## config.mk

```make
export PLATFORM = sky130hd
export DESIGN_NAME = dmem_arbiter
export DESIGN_NICKNAME = d
export VERILOG_FILES = /design/src/rtl/dmem_arbiter_pkg.sv /design/src/rtl/dmem_arbiter_rr_arb2.sv /design/src/rtl/dmem_arbiter.sv
export SDC_FILE = /design/constraint.sdc
export NUM_CORES = 1
export LEC_CHECK = 0
export CAP_MARGIN = 10
export CORE_MARGIN = 2
export CORE_UTILIZATION = 25
export DETAILED_ROUTE_END_ITERATION = 10
export GPL_ROUTABILITY_DRIVEN = 1
export HOLD_SLACK_MARGIN = 0.06
export SLEW_MARGIN = 40
export SYNTH_ARGS = -nofsm -noshare
export SYNTH_HDL_FRONTEND = slang
export SYNTH_SLANG_ARGS = --single-unit
```

## constraint.sdc

```tcl
create_clock -name clk_i -period 1.75 [get_ports clk_i]
set_input_delay 0.35 -clock clk_i [delete_from_list [all_inputs] [get_ports clk_i]]
set_output_delay 0.35 -clock clk_i [all_outputs]
set_load 0.02 [all_outputs]
```

## src/rtl/dmem_arbiter_pkg.sv

```systemverilog
// Shared definitions for the data-memory arbiter: FSM state encodings,
// port identifiers and the default memory size.
package dmem_arbiter_pkg;

  typedef enum logic [1:0] {
    S_IDLE   = 2'd0,
    S_ACCESS = 2'd1,
    S_RESP   = 2'd2
  } state_t;

  localparam logic PORT_CPU      = 1'b0;
  localparam logic PORT_DMA      = 1'b1;
  localparam int   MEM_BYTES_DEF = 128;

  // One-hot pulse vector {port1, port0} for a given port ID.
  function automatic logic [1:0] port_onehot(input logic id);
    return (id == PORT_DMA) ? 2'b10 : 2'b01;
  endfunction

endpackage

```

## src/rtl/dmem_arbiter_rr_arb2.sv

```systemverilog
// Combinational two-way round-robin picker: on a tie the priority holder wins,
// otherwise the single requester wins.
module rr_arb2
  import dmem_arbiter_pkg::*;
(
  input  logic req0,
  input  logic req1,
  input  logic prio,
  output logic winner,
  output logic any
);

  assign any    = req0 | req1;
  assign winner = (req0 & req1) ? prio : (req1 ? PORT_DMA : PORT_CPU);

endmodule

```

## src/rtl/dmem_arbiter.sv

```systemverilog
// Two-port round-robin arbiter/sequencer for the 128-byte data memory.
// Optional alignment check enabled by defining DMEM_ARB_ALIGN_CHECK_EN.
module dmem_arbiter
  import dmem_arbiter_pkg::*;
#(
  parameter int ADDR_W    = 32,
  parameter int DATA_W    = 32,
  parameter int MEM_BYTES = MEM_BYTES_DEF
) (
  input  logic              clk_i,
  input  logic              rst_i,
  input  logic              req0_i,
  input  logic              req1_i,
  input  logic              we0_i,
  input  logic              we1_i,
  input  logic [ADDR_W-1:0] addr0_i,
  input  logic [ADDR_W-1:0] addr1_i,
  input  logic [DATA_W-1:0] wdata0_i,
  input  logic [DATA_W-1:0] wdata1_i,
  output logic              gnt0_o,
  output logic              gnt1_o,
  output logic              done0_o,
  output logic              done1_o,
  output logic              err0_o,
  output logic              err1_o,
  output logic [DATA_W-1:0] rdata0_o,
  output logic [DATA_W-1:0] rdata1_o,
  output logic [ADDR_W-1:0] mem_addr_o,
  output logic [DATA_W-1:0] mem_wdata_o,
  output logic              mem_read_o,
  output logic              mem_write_o,
  input  logic [DATA_W-1:0] mem_rdata_i
);

  localparam logic [ADDR_W-1:0] LAST_WORD = ADDR_W'(MEM_BYTES - 4);

  state_t            r_state;
  logic              r_prio;
  logic              r_win;
  logic              r_we;
  logic              r_err;
  logic [1:0]        r_gnt;
  logic [1:0]        r_done;
  logic [1:0]        r_err_out;
  logic [DATA_W-1:0] r_rdata0;
  logic [DATA_W-1:0] r_rdata1;
  logic [ADDR_W-1:0] r_mem_addr;
  logic [DATA_W-1:0] r_mem_wdata;
  logic              r_mem_read;
  logic              r_mem_write;

  logic              w_winner;
  logic              w_any;
  logic              w_sel_we;
  logic [ADDR_W-1:0] w_sel_addr;
  logic [DATA_W-1:0] w_sel_wdata;
  logic              w_range_err;
  logic              w_addr_err;
  logic [DATA_W-1:0] w_rdata_capture;

  rr_arb2 u_rr_arb2 (
    .req0   (req0_i),
    .req1   (req1_i),
    .prio   (r_prio),
    .winner (w_winner),
    .any    (w_any)
  );

  assign w_sel_we    = w_winner ? we1_i    : we0_i;
  assign w_sel_addr  = w_winner ? addr1_i  : addr0_i;
  assign w_sel_wdata = w_winner ? wdata1_i : wdata0_i;
  assign w_range_err = w_sel_addr > LAST_WORD;

`ifdef DMEM_ARB_ALIGN_CHECK_EN
  assign w_addr_err = w_range_err | (w_sel_addr[1:0] != 2'b00);
`else
  assign w_addr_err = w_range_err;
`endif

  // A rejected access reports zero data rather than whatever the bus shows.
  assign w_rdata_capture = r_err ? '0 : mem_rdata_i;

  always_ff @(posedge clk_i) begin
    if (rst_i) begin
      r_state     <= S_IDLE;
      r_prio      <= PORT_CPU;
      r_win       <= PORT_CPU;
      r_we        <= 1'b0;
      r_err       <= 1'b0;
      r_gnt       <= 2'b00;
      r_done      <= 2'b00;
      r_err_out   <= 2'b00;
      r_rdata0    <= '0;
      r_rdata1    <= '0;
      r_mem_addr  <= '0;
      r_mem_wdata <= '0;
      r_mem_read  <= 1'b0;
      r_mem_write <= 1'b0;
    end else begin
      case (r_state)
        S_IDLE: begin
          if (w_any) begin
            r_state     <= S_ACCESS;
            r_win       <= w_winner;
            r_we        <= w_sel_we;
            r_err       <= w_addr_err;
            r_gnt       <= port_onehot(w_winner);
            r_mem_addr  <= w_sel_addr;
            r_mem_wdata <= w_sel_wdata;
            r_mem_read  <= ~w_sel_we & ~w_addr_err;
            r_mem_write <= w_sel_we & ~w_addr_err;
          end
        end
        S_ACCESS: begin
          r_state     <= S_RESP;
          r_gnt       <= 2'b00;
          r_mem_addr  <= '0;
          r_mem_wdata <= '0;
          r_mem_read  <= 1'b0;
          r_mem_write <= 1'b0;
          r_done      <= port_onehot(r_win);
          r_err_out   <= r_err ? port_onehot(r_win) : 2'b00;
          // Successful writes leave the port's read data untouched.
          if (r_err || !r_we) begin
            if (r_win == PORT_DMA) begin
              r_rdata1 <= w_rdata_capture;
            end else begin
              r_rdata0 <= w_rdata_capture;
            end
          end
        end
        S_RESP: begin
          r_state   <= S_IDLE;
          r_done    <= 2'b00;
          r_err_out <= 2'b00;
          r_prio    <= ~r_prio;
        end
        default: begin
          r_state <= S_IDLE;
        end
      endcase
    end
  end

  assign gnt0_o      = r_gnt[0];
  assign gnt1_o      = r_gnt[1];
  assign done0_o     = r_done[0];
  assign done1_o     = r_done[1];
  assign err0_o      = r_err_out[0];
  assign err1_o      = r_err_out[1];
  assign rdata0_o    = r_rdata0;
  assign rdata1_o    = r_rdata1;
  assign mem_addr_o  = r_mem_addr;
  assign mem_wdata_o = r_mem_wdata;
  assign mem_read_o  = r_mem_read;
  // Reset on the closing edge of ACCESS must not let a write land.
  assign mem_write_o = r_mem_write & ~rst_i;

endmodule

```

==> run_results.csv, run 1 <==
group,metric,value,unit
floorplan,fp.dieW,160,µm
yosys,synth_xor_area_frac,0.00145,
yosys,synth.area.top_cells,"dfxtp_1, nand2_1, mux2_2, mux2i_1, a21oi_1",
setup_path,path_cells,"clkdlybuf4s50_1",
layout,multi_input_area,2900,µm²
yosys,synth_commonest_cells,"nand2_1, dfxtp_1, a21oi_1, nor2_1",
global_routing,grt_pass1_vias,5818,
yosys,yosys.cell_count.top_type,"nand2_1",
route,dr.pass1.iters,4,
clock_network,insertion_delay,0.42,ns
hold_path,hold_path_startpoint,"rst_i",
yosys,synth-compound-area-share,0.140,
setup_path,path_buf_inv,1,
route,wl_per_cell,15.4,µm
timing,drv_slew,0,
route,drt_iter0_markers,269,
yosys,synth_nets,864,
yosys,synth_cells,695,
hold_path,hold-path-endpoint,"r_mem_write$_SDFFE_PP0P_",
route,ant_nets,0,
yosys,synth_top_area_frac,0.470,
setup_path,r2r_cells,7,
global_routing,grt_pass1_wl,32100,µm
route,viasPerCell,4.46,
route,wl,20600,µm
yosys,synthArstFlopShare,0,
clock_network,cts_tree,"built",
hold_path,hold_depth,4,
yosys,ys_types,40,
placement,gp_congestion,0.820,
yosys,synth-simple-area-share,0.205,
floorplan,dieArea,25400,µm²
placement,io_buffers,301,
layout,seq_area,2840,µm²
timing,worstMarginPinSlew,0.528,ns
layout,num_antenna_cells,0,
setup_path,startpoint_type,"register",
floorplan,rows,56,
timing,setup_ws,0.0292,ns
hold_path,min_path_type,"primary input to register",
global_routing,grt_max_degree,107,
setup_path,r2r-start,"r_state[0]$_SDFFE_PP0P_",
clock_network,postCtsSetupBuffers,0,
timing,max_slew_margin,0.648,
global_routing,grt_overflow,0,
setup_path,cp.required,1.40,ns
yosys,ys_seq_area_frac,0.470,
clock_network,ctsLongestPathBuffers,2,
timing,max_freq,0.581,GHz
yosys,avgSynthCellArea,8.70,µm²
setup_path,worstPathArrival,1.37,ns
setup_path,end_kind,"output port",
timing,setup_tns,0,ns
timing,finalHoldViolCount,0,
clock_network,clock_sinks,142,
setup_path,cp_max_fo,2,
yosys,synth-edff-count,0,
yosys,synthesis.area,6050,µm²
floorplan,pin_count,302,
yosys,synthAdderAreaFrac,0.00621,
yosys,synth-main-ff-cell,"dfxtp_1",
timing,rsz0062_at_grt,"no",
floorplan,start_util,0.256,
outcome,status,"completed",
placement,hpwl,14300,µm
flow_run,drv_cap,0,
floorplan,core_area,23600,µm²
route,drc,0,
setup_path,r2r-end,"mem_addr_o[29]$_SDFFE_PP0P_",
setup_path,cp_slowest_stage_delay,0.63,ns
global_routing,antenna_found_initial,0,
layout,layout-drive-gt1-share,0.116,
route,num_vias,5953,
placement,pre_cts_ws,-0.472,ns
timing,period_share,0.983,
clock_network,clkTransAtPathRegs,0.06,ns
power,max-vdd-ir-drop,498,µV
clock_network,clockRootBuffer,"clkbuf_16",
yosys,synth_warnings,0,
timing,skew,0.0107,ns
clock_network,htreeDepth,4,
yosys,synth_seq_cells,142,
layout,area_growth,71.1,%
timing,setup_viol_count_final,0,
yosys,synth_mux_area_frac,0.121,
setup_path,critical-path-top-delay-family,"buffers and inverters",
power,p_per_area,904,nW/µm²
yosys,post-synth-top-area-cell,"dfxtp_1",
timing,period_needed,1.72,ns
setup_path,crit_type,"register to output port",
layout,n_fill_cell,2361,
power,p_leak,5.14,nW
yosys,synth_top_family_by_area,"simple AND/OR/NAND/NOR gates",
global_routing,track_usage,0.159,
setup_path,slowest_stage,"clkdlybuf4s50_1",
floorplan,die_h,160,µm
clock_network,cts_buffers,17,
setup_path,regToRegSetupSlack,0.18,ns
layout,fin_nets,1174,
-- stage by stage --
| step | hold slack (ns) | utilization | cell area [µm²] | total power [mW] | std cells |
|---|---|---|---|---|---|
| floorplan | 0.460 | - | 6050 | 4.73 | 695 |
| finish | 0.345 | 0.438 | 10300 | 9.35 | 1336 |
| global route | 0.357 | 0.438 | 10300 | 9.80 | 1336 |
| global placement | 0.436 | 0.407 | 9610 | 5.87 | 1305 |
| CTS | 0.335 | 0.430 | 10200 | 9.52 | 1336 |
| detailed placement | 0.440 | 0.407 | 9610 | 5.88 | 1305 |
-- worst max-delay path by stage --
| stage | startpoint | end | cells after the start |
|---|---|---|---|
| 6_report | rdata1_o[30]$_SDFFE_PP0P_ | rdata1_o[30] | 1 |
| 5_1_grt | mem_addr_o[4]$_SDFFE_PP0P_ | mem_addr_o[4] | 1 |
| 4_1_cts | mem_wdata_o[6]$_SDFFE_PP0P_ | mem_wdata_o[6] | 1 |
| 3_5_place_dp | addr1_i[27] | r_mem_write$_SDFFE_PP0P_ | 6 |
| 3_3_place_gp | addr1_i[27] | mem_read_o$_SDFFE_PP0P_ | 6 |
| 2_1_floorplan | r_state[0]$_SDFFE_PP0P_ | mem_read_o$_SDFFE_PP0P_ | 9 |
-- cells by family after synthesis --
| family | Yosys count |
|---|---|
| simple gates | 279 |
| compound gates | 146 |
| flops | 142 |
| mux | 68 |
| buf+inv | 56 |
| fa+ha+maj | 3 |
| xor+xnor | 1 |
-- placed cells by master, fill, tap and decap left out, types with 3 or more instances in the layout --
cell type,n
nand2b_1,4
dlymetal6s2s_1,70
inv_6,3
clkinv_2,3
a21oi_1,68
dfxtp_1,142
nand4_1,4
mux2i_1,35
nor2_1,44
buf_12,12
nand3_1,3
o21ai_0,4
a22oi_1,35
clkdlybuf4s50_1,191
inv_1,5
nand2_1,167
nor4_1,9
mux2_2,32
o21ai_1,31
buf_4,30
dlygate4sd2_1,39
clkbuf_16,17
nor2b_1,33
-- where the power goes --
part / switching (mW) / leakage [nW] / internal, mW / total (mW)
Combinational: 1.08 / 3.70 / 1.08 / 2.15
Sequential: 0.111 / 1.16 / 3.46 / 3.57
Clock: 1.45 / 0.286 / 2.18 / 3.62
-- state kept, by name, summed over array words and instances (netlist names), 2 cells and up --
name and count:
r_state 2, r_gnt 2, mem_wdata_o 32, r_done 2, mem_addr_o 32, rdata0_o 32, r_err_out 2, rdata1_o 32
-- metal layers --
layer	GRT usage	up-vias	wire length, µm
li1	-	2985	-
met1	0.185	2732	8690
met2	0.273	205	10100
met3	0.0466	31	1300
met4	0.0624	0	535
met5	0	-	0
-- cell type report --
type,instances,area share
Timing Repair Buffer,342,0.348
Multi-Input combinational cell,497,0.281
Sequential cell,142,0.275
Clock buffer,19,0.0438
Tap cell,319,0.0386
Clock inverter,12,0.0129
Inverter,5,0.00181
-- repair_timing --
item                       4_1_cts  5_1_grt
gates resized for setup         40       74
setup endpoints to repair       42      135
pin swaps                        0        0
hold buffers                     0        0
(Power assumes the default switching activity.)
==> inputs of run 2 (changes only) <==
- TNS_END_PERCENT: not set -> 10
==> run_results.csv, run 2 (synthesis gave the netlist of run 1 again) <==
group,metric,value,unit
layout,seq_area,2840,µm²
power,max-vdd-ir-drop,498,µV
global_routing,grt_pass1_vias,5818,
placement,io_buffers,301,
timing,rsz0062_at_grt,"no",
setup_path,cp_max_fo,2,
flow_run,drv_cap,0,
placement,gp_congestion,0.820,
setup_path,regToRegSetupSlack,0.18,ns
clock_network,postCtsSetupBuffers,0,
timing,max_slew_margin,0.648,
clock_network,insertion_delay,0.42,ns
timing,worstMarginPinSlew,0.528,ns
timing,drv_slew,0,
route,num_vias,5954,
clock_network,hold_buffers,0,
hold_path,hold_depth,4,
clock_network,htreeDepth,4,
layout,n_fill_cell,2360,
clock_network,cts_buffers,17,
route,drc,0,
global_routing,grt_pass1_wl,32100,µm
route,viasPerCell,4.46,
hold_path,min_path_type,"primary input to register",
layout,layout.cells.most_common,"clkdlybuf4s50_1",
outcome,status,"completed",
route,wl,20600,µm
setup_path,r2r-start,"r_state[1]$_SDFFE_PP0P_",
timing,setup_ws,0.0296,ns
setup_path,slowest_stage,"clkdlybuf4s50_1",
setup_path,critical-path-top-delay-family,"buffers and inverters",
route,wl_per_cell,15.4,µm
timing,period_needed,1.72,ns
placement,placed_cell_area,9610,µm²
floorplan,die_h,160,µm
timing,max_freq,0.581,GHz
setup_path,startpoint_type,"register",
global_routing,track_usage,0.159,
clock_network,cts_tree,"built",
layout,fin_util,0.438,
global_routing,grt_max_degree,107,
clock_network,clock_sinks,142,
layout,fin_nets,1174,
power,p_leak,5.14,nW
clock_network,clkTransAtPathRegs,0.06,ns
layout,layout_common_cells,"clkdlybuf4s50_1, nand2_1, dfxtp_1",
setup_path,path_buf_inv,1,
setup_path,path_cells,"clkdlybuf4s50_1",
timing,setup_tns,0,ns
setup_path,r2r_cells,7,
hold_path,hold-path-endpoint,"r_mem_write$_SDFFE_PP0P_",
clock_network,clockRootBuffer,"clkbuf_16",
floorplan,core_area,23600,µm²
timing,skew,0.0124,ns
timing,period_share,0.983,
timing,fin_hold_ws,0.344,ns
setup_path,cp.required,1.40,ns
power,power,9.35,mW
global_routing,antenna_found_initial,0,
layout,multi_input_area,2900,µm²
timing,setup_viol_count_final,0,
hold_path,hold_path_startpoint,"rst_i",
layout,layout-drive-gt1-share,0.116,
setup_path,crit_type,"register to output port",
layout,final_cells,1336,
setup_path,end_kind,"output port",
layout,design_area,10300,µm²
power,p_per_area,904,nW/µm²
route,dr.pass1.iters,4,
floorplan,fp.dieW,160,µm
floorplan,rows,56,
setup_path,r2r-end,"rdata0_o[19]$_SDFFE_PP0P_",
route,drt_iter0_markers,265,
setup_path,cp_slowest_stage_delay,0.63,ns
floorplan,start_util,0.256,
timing,finalHoldViolCount,0,
setup_path,worstPathArrival,1.37,ns
global_routing,grt_overflow,0,
placement,hpwl,14300,µm
placement,dp_cells,1305,
floorplan,pin_count,302,
route,ant_nets,0,
floorplan,dieArea,25400,µm²
placement,pre_cts_ws,-0.472,ns
layout,num_antenna_cells,0,
layout,area_growth,71.2,%
clock_network,ctsLongestPathBuffers,2,
run 2: layout make-up:
type	instances	share of cell area
clock buffers	19	0.0438
clock inverters	12	0.0129
inverters	5	0.00181
multi-input cells	497	0.280
flip-flops and latches	142	0.275
well taps	319	0.0386
repair buffers	342	0.348
run 2: repair_timing:
item | in CTS | in global routing
pin swaps | 0 | 0
resized for setup | 40 | 75
endpoints found under the setup margin | 42 | 135
gates cloned | 0 | 0
endpoints found under the hold margin | 0 | 0
run 2: routing by layer:
layer,vias to the layer above,track usage,wire length [µm]
li1,2986,-,-
met1,2738,0.185,8730
met2,199,0.273,10100
met3,31,0.0466,1260
met4,0,0.0624,530
met5,-,0,0
run 2: where the power goes:
group	internal [mW]	switching, mW
combinational	1.08	1.08
clock	2.18	1.45
sequential	3.46	0.111
run 2: worst max path at each step:
stage                                startpoint                  endpoint  slack [ns]  cells after the start
floorplan               r_state[0]$_SDFFE_PP0P_   mem_read_o$_SDFFE_PP0P_        0.15                      9
global placement                    addr1_i[27]   mem_read_o$_SDFFE_PP0P_       -0.45                      6
detailed placement                  addr1_i[27]  r_mem_write$_SDFFE_PP0P_       -0.47                      6
CTS                 mem_wdata_o[6]$_SDFFE_PP0P_            mem_wdata_o[6]       0.002                      1
global route         mem_addr_o[4]$_SDFFE_PP0P_             mem_addr_o[4]      0.0007                      1
finish                rdata1_o[30]$_SDFFE_PP0P_              rdata1_o[30]        0.03                      1
